==> src/rtl/bus_wait_gen.sv <==
// Per-access wait-state generator for the 65C02 bus: stalls RDY by a region-specific count and
// owns the wait config register. Define WAIT_STATS_EN to add the rdy-low cycle statistics counter.
module bus_wait_gen #(
   parameter logic [15:0] CFG_ADDR         = 16'h7FF0,
   parameter logic [3:0]  ROM_WAIT_DEFAULT = 4'd2,
   parameter logic [3:0]  IO_WAIT_DEFAULT  = 4'd1
) (
   input  logic        clk,
   input  logic        rst_n,
   input  logic        addr_valid,
   input  logic [15:0] addr,
   input  logic        we,
   input  logic [7:0]  data_in,
   input  logic        ram_cs,
   input  logic        rom_cs,
   input  logic        io_cs,
   output logic        rdy,
   output logic [7:0]  data_out,
   output logic        data_oe,
   output logic        err
);

   typedef enum logic {ST_IDLE, ST_WAIT} state_t;

   state_t      state, state_nxt;
   logic [3:0]  cnt, cnt_nxt;
   logic [7:0]  cfg;
   logic [3:0]  wait_n;
   logic        accept;
   logic        cfg_hit;
   logic        rd_hit;
   logic [7:0]  rd_data;

`ifdef WAIT_STATS_EN
   localparam logic [15:0] STAT_LO_ADDR = CFG_ADDR + 16'd1;
   localparam logic [15:0] STAT_HI_ADDR = CFG_ADDR + 16'd2;
   logic [15:0] stat_cnt;
`endif

   // Accesses arriving while a stall is in progress are protocol errors and are not serviced.
   assign accept  = addr_valid && (state == ST_IDLE);
   assign cfg_hit = io_cs && (addr == CFG_ADDR);

   always_comb begin
      wait_n = 4'd0;
      if (io_cs)
         wait_n = cfg[3:0];
      else if (rom_cs)
         wait_n = cfg[7:4];
      else if (ram_cs)
         wait_n = 4'd0;
   end

   always_ff @(posedge clk or negedge rst_n) begin
      if (!rst_n) begin
         state <= ST_IDLE;
         cnt   <= 4'd0;
      end else begin
         state <= state_nxt;
         cnt   <= cnt_nxt;
      end
   end

   // The addr_valid cycle itself supplies the first low cycle, so WAIT covers the remaining N-1.
   always_comb begin
      state_nxt = state;
      cnt_nxt   = cnt;
      case (state)
         ST_IDLE: begin
            if (addr_valid && (wait_n > 4'd1)) begin
               state_nxt = ST_WAIT;
               cnt_nxt   = wait_n - 4'd2;
            end
         end
         ST_WAIT: begin
            if (cnt == 4'd0)
               state_nxt = ST_IDLE;
            else
               cnt_nxt = cnt - 4'd1;
         end
         default: state_nxt = ST_IDLE;
      endcase
   end

   always_comb begin
      rdy = 1'b1;
      case (state)
         ST_IDLE: if (addr_valid && (wait_n != 4'd0)) rdy = 1'b0;
         ST_WAIT: rdy = 1'b0;
         default: rdy = 1'b1;
      endcase
   end

   always_ff @(posedge clk or negedge rst_n) begin
      if (!rst_n)
         err <= 1'b0;
      else if (addr_valid && (state == ST_WAIT))
         err <= 1'b1;
   end

   // The stall for this access was already computed from the old cfg, so the write lands cleanly.
   always_ff @(posedge clk or negedge rst_n) begin
      if (!rst_n)
         cfg <= {ROM_WAIT_DEFAULT, IO_WAIT_DEFAULT};
      else if (accept && cfg_hit && we)
         cfg <= data_in;
   end

   always_comb begin
      rd_hit  = 1'b0;
      rd_data = 8'h00;
      if (io_cs && !we) begin
         if (addr == CFG_ADDR) begin
            rd_hit  = 1'b1;
            rd_data = cfg;
         end
`ifdef WAIT_STATS_EN
         else if (addr == STAT_LO_ADDR) begin
            rd_hit  = 1'b1;
            rd_data = stat_cnt[7:0];
         end else if (addr == STAT_HI_ADDR) begin
            rd_hit  = 1'b1;
            rd_data = stat_cnt[15:8];
         end
`endif
      end
   end

   // Read data is captured per access and held until the next serviced access.
   always_ff @(posedge clk or negedge rst_n) begin
      if (!rst_n) begin
         data_oe  <= 1'b0;
         data_out <= 8'h00;
      end else if (accept) begin
         data_oe  <= rd_hit;
         data_out <= rd_data;
      end
   end

`ifdef WAIT_STATS_EN
   // A clearing write wins over the increment from that same access's own stall cycle.
   always_ff @(posedge clk or negedge rst_n) begin
      if (!rst_n)
         stat_cnt <= 16'h0000;
      else if (accept && io_cs && we && (addr == STAT_LO_ADDR))
         stat_cnt <= 16'h0000;
      else if (!rdy && (stat_cnt != 16'hFFFF))
         stat_cnt <= stat_cnt + 16'd1;
   end
`endif

endmodule

==> config.mk <==
export PLATFORM = sky130hd
export DESIGN_NAME = bus_wait_gen
export DESIGN_NICKNAME = d
export VERILOG_FILES = /design/src/rtl/bus_wait_gen.sv
export SDC_FILE = /design/constraint.sdc
export NUM_CORES = 1
export LEC_CHECK = 0
export CORE_AREA = 2 2 54 56
export DETAILED_ROUTE_END_ITERATION = 8
export DIE_AREA = 0 0 56 58
export PLACE_DENSITY = 0.8
export SLEW_MARGIN = 20
export SYNTH_ARGS = -nofsm -noshare
export SYNTH_HDL_FRONTEND = slang
export SYNTH_SLANG_ARGS = --single-unit
==> constraint.sdc <==
create_clock -name clk -period 3.8 [get_ports clk]
set_input_delay 0.38 -clock clk [delete_from_list [all_inputs] [get_ports clk]]
set_output_delay 0.38 -clock clk [all_outputs]
set_load 0.005 [all_outputs]
Word level (Yosys, flattened, before mapping)
Cells that the tools add are included.
- latch bits: 0
- RAM bits: 0
- input port bits: 31
- word-level logic and storage cells: 39
- memories kept: 0
- register bits after elaboration: 23
- output and inout port bits: 11
- ROM bits: 0
- reductions and logical operators: 12
- magnitude comparators: 1
- equal/unequal tests: 3
- bitwise gates (word level): 1
- $add $sub $neg: 2
- muxes and demuxes: 14
- multipliers: 0
- divide/modulo/power cells: 0
- shifts and indexed selects: 0
- operator list (kind ; count):
    16-bit by 15-bit == test with 1-bit output (second input constant) ; 1
    4-bit 2-to-1 mux ; 4
    8-bit 2-to-1 mux ; 2
    1-bit logical AND ; 8
    4-bit case mux with 2 select lines ; 1
    1-bit 2-to-1 mux ; 5
    4-bit by 1-bit greater-than comparator with 1-bit output (second input constant) ; 1
    4-bit logical NOT ; 1
    1-bit case mux with 2 select lines ; 2
    4-bit nonzero test ; 1
    4-bit by 1-bit subtractor with 4-bit output (second input constant) ; 1
    4-bit by 2-bit subtractor with 4-bit output (second input constant) ; 1
    2-bit by 1-bit inequality test with 1-bit output (second input constant) ; 1
    2-bit inequality test (second input constant) ; 1
    2-bit AND reduction ; 1
    1-bit logical NOT ; 1
    1-bit NOT ; 1

Longest topological paths before layout
Gate-level depths: netlist (run 1).
- depth after elaboration: 6
- depth in mapped cells: 6
- gate-level depth less buffers: 6

Worst setup path before layout (run 1)
Ideal clock, no wire load.
- path type: in2reg
- start: input port io_cs
- end: register cfg[1]
- required time: 3.675 ns
- stages: 6
- arrival time: 1.835 ns
- setup slack: 1.840 ns
- path buffers: 2
- cell sequence: buf_4 > or4b_1 > nor4_2 > nand4bb_1 > buf_4 > mux2_4
- cells in the longest elaborated chain, start to end: 3
- ends and longest elaborated chain (what ; line ; source):
    from (decl) ; 16 ; input logic io_cs,
    1-bit logical AND ; 42 ; assign cfg_hit = io_cs && (addr == CFG_ADDR);
    1-bit logical AND (2 in series) ; 105 ; else if (accept && cfg_hit && we)
    to (signal assigned) ; 104 ; cfg <= {ROM_WAIT_DEFAULT, IO_WAIT_DEFAULT};
    to (signal assigned) ; 106 ; cfg <= data_in;
    to (decl) ; 27 ; logic [7:0] cfg;
No other way between the ends.
A chain may end at the register's enable or synchronous reset.

Worst setup path in the final report (run 1)
- start: input port io_cs
- end: output port rdy
- cells in the longest elaborated chain, start to end: 5
- ends and longest elaborated chain (what ; line ; source):
    4-bit 2-to-1 mux ; 46 ; if (io_cs)
    4-bit nonzero test ; 88 ; ST_IDLE: if (addr_valid && (wait_n != 4'd0)) rdy = 1'b0;
    1-bit logical AND ; 88 ;
    1-bit 2-to-1 mux ; 88 ;
    1-bit case mux with 2 select lines ; 87 ; case (state)
    to (decl) ; 17 ; output logic rdy,
No other way between the ends.

==> impl_metrics.json, run 1 <==
{
  "yosys-top-cells-count": "21 x dfrtp_1, 8 x a22o_1, 8 x mux2_4",
  "synth-seq-cells": 23,
  "root_buffer": "clkbuf_4",
  "place_area_um2": 1590,
  "synth_compound_area_share_pct": 14.9,
  "rrSetupSlack_ns": 1.65,
  "insertion_delay_ns": 0.31,
  "synth-main-ff-cell": "dfrtp_1",
  "dp.cells": 160,
  "period_minus_slack_ns": 2.83,
  "grt_pass1_vias": 892,
  "p_leak_nw": 0.712,
  "io_pins": 42,
  "postCtsResizedCells": 0,
  "clkTransAtPathRegs_ns": 0.13,
  "crit_required_ns": 3.42,
  "r2r_start": "state$_DFF_PN0_",
  "seq_area_frac_synth_pct": 49.1,
  "slew_viol_final": 0,
  "cts_made_buffers": 3,
  "crit_arrival_ns": 2.45,
  "yosysMostFrequentCell": "dfrtp_1",
  "rr_endpoint": "cfg[4]$_DFFE_PN0P_",
  "synth_edf_count": 0,
  "grt_max_degree": 24,
  "finalWirelength_mm": 2.41,
  "die_y_um": 58,
  "fin_total_pwr_w": 0.000599,
  "post-dp-hpwl_mm": 1.89,
  "gp_congestion": 0.750,
  "area_growth_pct": 37.3,
  "netlist_area_um2": 1180,
  "hold_viol_final": 0,
  "cts.sink_count": 23,
  "cp_max_fo": 9,
  "rsz0062_at_grt": "false",
  "yosys.area.top_type": "dfrtp_1",
  "final.setup_skew_ns": 0.00156,
  "rr_worst_depth": 4,
  "final.setup.tns_ns": 0,
  "post_cts_buffers": 0,
  "cts_hold_buf": 0,
  "wire_per_inst_um": 14.7,
  "drc": 0,
  "die_x_um": 56,
  "rows": 19,
  "synthAdderAreaFrac_pct": 3.19,
  "critPathKind": "primary input to output pin",
  "cts_tree": "yes",
  "muxShareOfSynthArea_pct": 15.7,
  "dieArea_um2": 3250,
  "avgSynthCellArea_um2": 12.7,
  "status": "complete, no violations",
  "final_util_pct": 60.7,
  "final_cells": 164,
  "port_buffers": 40,
  "peakVddDrop_mv": 0.293,
  "min_path_type": "primary input to async pin",
  "num_vias": 897,
  "synth_simple_gate_area_share_pct": 12.9,
  "worstMarginPinSlew_ns": 0.633,
  "antenna_found_initial": 0,
  "synthXorXnorAreaFrac_pct": 0.744,
  "synth_area_leaders": "dfrtp_1 45%, mux2_4 10%, a22o_1 6.0%, dfstp_2 4.5%, mux2_2 3.8%",
  "slew_headroom_pct": 57.5,
  "maxCapViolations": 0,
  "async_flop_share_pct": 100,
  "grtUsageTotal_pct": 15.9,
  "avgViaCountPerCell": 5.47,
  "finalSetupViolations": 0,
  "netlist_instances": 93,
  "synthDistinctLibCells": 33,
  "overflow": 0,
  "crit_path_start_kind": "primary input",
  "drt_iter0_drc": 29,
  "drive_above_1_share_pct": 16.5,
  "initial_core_util_pct": 44.2,
  "dr.pass1.iters": 4,
  "fin_crit_sh_pct": 74.4,
  "synth_nets": 127,
  "core_area_um2": 2660,
  "power.density_nw_per_um2": 370,
  "worstSetupEndpointType": "output pin",
  "htree_levels": 1,
  "fin_area_um2": 1620,
  "yosysTopAreaCellShare_pct": 44.6,
  "clk_path_buf_depth": 2,
  "antennaDiodeCount": 0,
  "nNetsFinal": 168,
  "drtAntennaViolNets": 0,
  "synth_top_family_by_area": "multiplexers",
  "fmaxAchievable_mhz": 354,
  "ys_warn_count": 0,
  "grt_pass1_wl_mm": 4.08
}
-- kinds of logic after synthesis --
| kind of cell | count (synthesis) |
|---|---|
| fa+ha+maj | 3 |
| flops | 23 |
| xor+xnor | 1 |
| simple gates | 19 |
| buf+inv | 9 |
| mux | 14 |
| compound gates | 24 |
-- how the worst max path moves through the flow --
stage / from / to / depth (start not counted)
after floorplan: io_cs / cfg[1]$_DFFE_PN0P_ / 6
after global placement: io_cs / cfg[6]$_DFFE_PN0P_ / 5
after detailed placement: io_cs / cfg[4]$_DFFE_PN0P_ / 5
after CTS: io_cs / rdy / 6
after global routing: io_cs / rdy / 6
final: io_cs / rdy / 6
-- placed cells by master, fill, tap and decap left out, drive strengths merged --
cell type,instances
clkdlybuf4s50,39
dfrtp,21
mux2,12
a22o,8
inv,5
a22oi,4
o21ai,3
a21oi,3
nor2,3
ha,3
clkbuf,3
o211ai,2
nand2b,2
nand2,2
a21o,2
nand4b,2
mux2i,2
dfstp,2
or4b,2
nor4b,2
and2b,1
o31a,1
nor2b,1
nand4,1
nor4,1
nand4bb,1
xor2,1
or3,1
a31oi,1
clkinv,1
buf,1
-- metal layers --
metal	vias to the layer above	part of all wire [%]	wire (um)	GRT usage (%)
li1	429	-	-	-
met1	437	44	1060	20.4
met2	29	49	1170	26.4
met3	2	6.3	152	3.13
met4	0	0.95	23	7.14
met5	-	0	0	0
-- final cells by class --
class / count / area (um2)
Clock buffer: 3 / 22.5
Multi-Input combinational cell: 61 / 558
Fill cell: 233 / 1050
Tap cell: 31 / 38.8
Timing Repair Buffer: 40 / 395
Sequential cell: 23 / 578
Inverter: 5 / 18.8
Clock inverter: 1 / 5.00
-- registers in the layout (all words and copies together), names as in the netlist --
register	count
cfg	8
cnt	4
data_oe	1
data_out	8
err	1
state	1
-- critical path, cell delays in order --
cell             delay (ns)
clkdlybuf4s50_1        0.62
or4b_2                 0.63
o21ai_0                0.12
a21oi_1                0.10
nor2_1                 0.09
clkdlybuf4s50_1        0.50
-- stage by stage --
| stage | setup slack [ns] | hold slack [ns] |
|---|---|---|
| final | 0.973 | 0.00655 |
| after CTS | 0.966 | 0.476 |
| after global routing | 0.836 | 0.0322 |
| after floorplan | 1.84 | 0.0844 |
| after global placement | 0.812 | 0.439 |
| after detailed placement | 0.767 | 0.447 |
-- power breakdown --
part           internal [W]  switching (W)
registers          0.000271      0.0000336
clock network     0.0000393      0.0000738
logic              0.000105      0.0000763
total              0.000415       0.000184
(Power assumes the default switching activity.)
==> inputs of run 2 (changes only) <==
CORE_AREA = 2 2 58 60   (was 2 2 54 56)
DIE_AREA = 0 0 60 62   (was 0 0 56 58)
PLACE_DENSITY = 0.74   (was 0.8)
clock period = 2.5 ns   (was 3.8 ns; I/O delays follow)
==> impl_metrics.json, run 2 (same netlist as run 1, synthesis figures left out) <==
{
  "post-dp-hpwl_mm": 1.93,
  "rr_endpoint": "cfg[7]$_DFFE_PN0P_",
  "p_comb_share_pct": 30.5,
  "nNetsFinal": 174,
  "p_int_w": 0.000634,
  "fin_area_um2": 1690,
  "power.density_nw_per_um2": 544,
  "root_buffer": "clkbuf_4",
  "final_cell_mix": "40 x clkdlybuf4s50_1, 21 x dfrtp_1, 8 x mux2_4, 8 x a22o_1, 6 x buf_4",
  "final.setup.tns_ns": 0,
  "clk_path_buf_depth": 2,
  "peakVddDrop_mv": 0.263,
  "port_buffers": 40,
  "grt_pass1_wl_mm": 3.91,
  "period_minus_slack_ns": 2.38,
  "worst_slack_ns": 0.117,
  "slew_viol_final": 0,
  "cts_made_buffers": 3,
  "fmaxAchievable_mhz": 420,
  "crit_path_start_kind": "primary input",
  "cts_tree": "yes",
  "die_x_um": 60,
  "critPathKind": "primary input to output pin",
  "rrSetupSlack_ns": 0.76,
  "cp_slowest_cell": "clkdlybuf4s50_1",
  "final_util_pct": 53.2,
  "io_pins": 42,
  "clockPowerShare_pct": 19.3,
  "grtUsageTotal_pct": 14.2,
  "finalWirelength_mm": 2.62,
  "gp_congestion": 0.835,
  "finalSetupViolations": 0,
  "switchingPower_w": 0.000287,
  "p_seq_share_pct": 50.2,
  "fill_cells": 281,
  "num_vias": 908,
  "multi_input_area_um2": 566,
  "worstMarginPinSlew_ns": 0.374,
  "hold_viol_final": 0,
  "fin_crit_sh_pct": 95.3,
  "r2r_start": "state$_DFF_PN0_",
  "maxCapViolations": 0,
  "status": "complete, no violations",
  "worstSetupEndpointType": "output pin",
  "dr.pass1.iters": 4,
  "crit_arrival_ns": 2.13,
  "p_leak_nw": 0.746,
  "drc": 0,
  "avgViaCountPerCell": 4.91,
  "seq_area_um2": 578,
  "min_path_type": "primary input to async pin",
  "rsz0062_at_grt": "false",
  "cp_max_fo": 7,
  "wire_per_inst_um": 14.2,
  "cts.sink_count": 23,
  "crit_required_ns": 2.25,
  "crit_top_cell": "clkdlybuf4s50_1",
  "final_common_cell": "clkdlybuf4s50_1",
  "cp_num_cells": 7,
  "die_y_um": 62,
  "drtAntennaViolNets": 0,
  "reg.largest.list": "cfg: 8 flops, data_out: 8 flops, cnt: 4 flops",
  "core_area_um2": 3180,
  "overflow": 0,
  "insertion_delay_ns": 0.32,
  "initial_core_util_pct": 37.0,
  "antennaDiodeCount": 0,
  "holdWs_ns": 0.255,
  "worstPathCellList": "clkdlybuf4s50_1 > buf_4 > and2b_1 > a22oi_1 > a21oi_1 > nor2_1 > clkdlybuf4s50_1",
  "place_area_um2": 1640,
  "area_growth_pct": 43.8,
  "slew_headroom_pct": 75.1,
  "htree_levels": 1,
  "slowest_delay_ns": 0.52,
  "final.setup_skew_ns": 0.00223,
  "grt_max_degree": 24,
  "clkTransAtPathRegs_ns": 0.13,
  "rows": 21,
  "pre_cts_ws_ns": 0.0271,
  "rr_worst_depth": 5,
  "drt_iter0_drc": 18,
  "dieArea_um2": 3720,
  "swShare_pct": 31.1,
  "antenna_found_initial": 0,
  "cp.buffers_inverters": 3,
  "drive_above_1_share_pct": 20.1,
  "path_delay_family": "buffers and inverters",
  "grt_pass1_vias": 862
}
-- run 2: per-layer routing --
layer / vias to the layer above / track usage [%] / wire length [um]
met2: 34 / 23.1 / 1220
li1: 440 / - / -
met4: 0 / 4.76 / 39
met3: 5 / 2.07 / 153
met1: 429 / 19.6 / 1210
met5: - / 0 / 0
-- run 2: area by class of cell --
type | instances | share of cell area (%)
flip-flops and latches | 23 | 34.1
inverters | 5 | 1.11
repair buffers | 46 | 26.3
multi-input cells | 61 | 33.4
well taps | 46 | 3.40
clock buffers | 3 | 1.33
clock inverters | 1 | 0.296
-- run 2: worst max-delay path by stage --
stage | endpoint | slack, ns | startpoint
detailed placement | rdy | 0.03 | io_cs
global placement | rdy | 0.07 | io_cs
global route | rdy | 0.02 | io_cs
finish | rdy | 0.12 | io_cs
CTS | rdy | 0.02 | cfg[3]$_DFFE_PN0P_
floorplan | cfg[1]$_DFFE_PN0P_ | 0.67 | io_cs
-- run 2: per-stage QoR --
| stage | instances | power [W] |
|---|---|---|
| final | 185 | 0.000921 |
| after global routing | 185 | 0.000981 |
| after CTS | 185 | 0.000932 |
| after detailed placement | 179 | 0.000752 |
| after global placement | 179 | 0.000734 |
| after floorplan | 93 | 0.000642 |
-- run 2: worst reg2reg max path, delay by kind of cell, from the launching register on --
family	cells	cell delay, ns
muxes	1	0.31
DFF	1	0.53
buffers and inverters	1	0.21
and+or+nand+nor	3	0.59
-- run 2: repair_timing --
item                       CTS  global route
setup endpoints to repair    1             1
setup buffers                2             0
gates cloned                 0             0
hold buffers                 0             0
gates resized for setup      2             1
-- run 2: power by group through the flow --
stage / logic, W / clock network, W / registers (W)
floorplan: 0.000200 / 0 / 0.000442
global placement: 0.000269 / 0 / 0.000465
detailed placement: 0.000284 / 0 / 0.000468
CTS: 0.000285 / 0.000185 / 0.000462
global route: 0.000318 / 0.000194 / 0.000469
finish: 0.000281 / 0.000177 / 0.000463
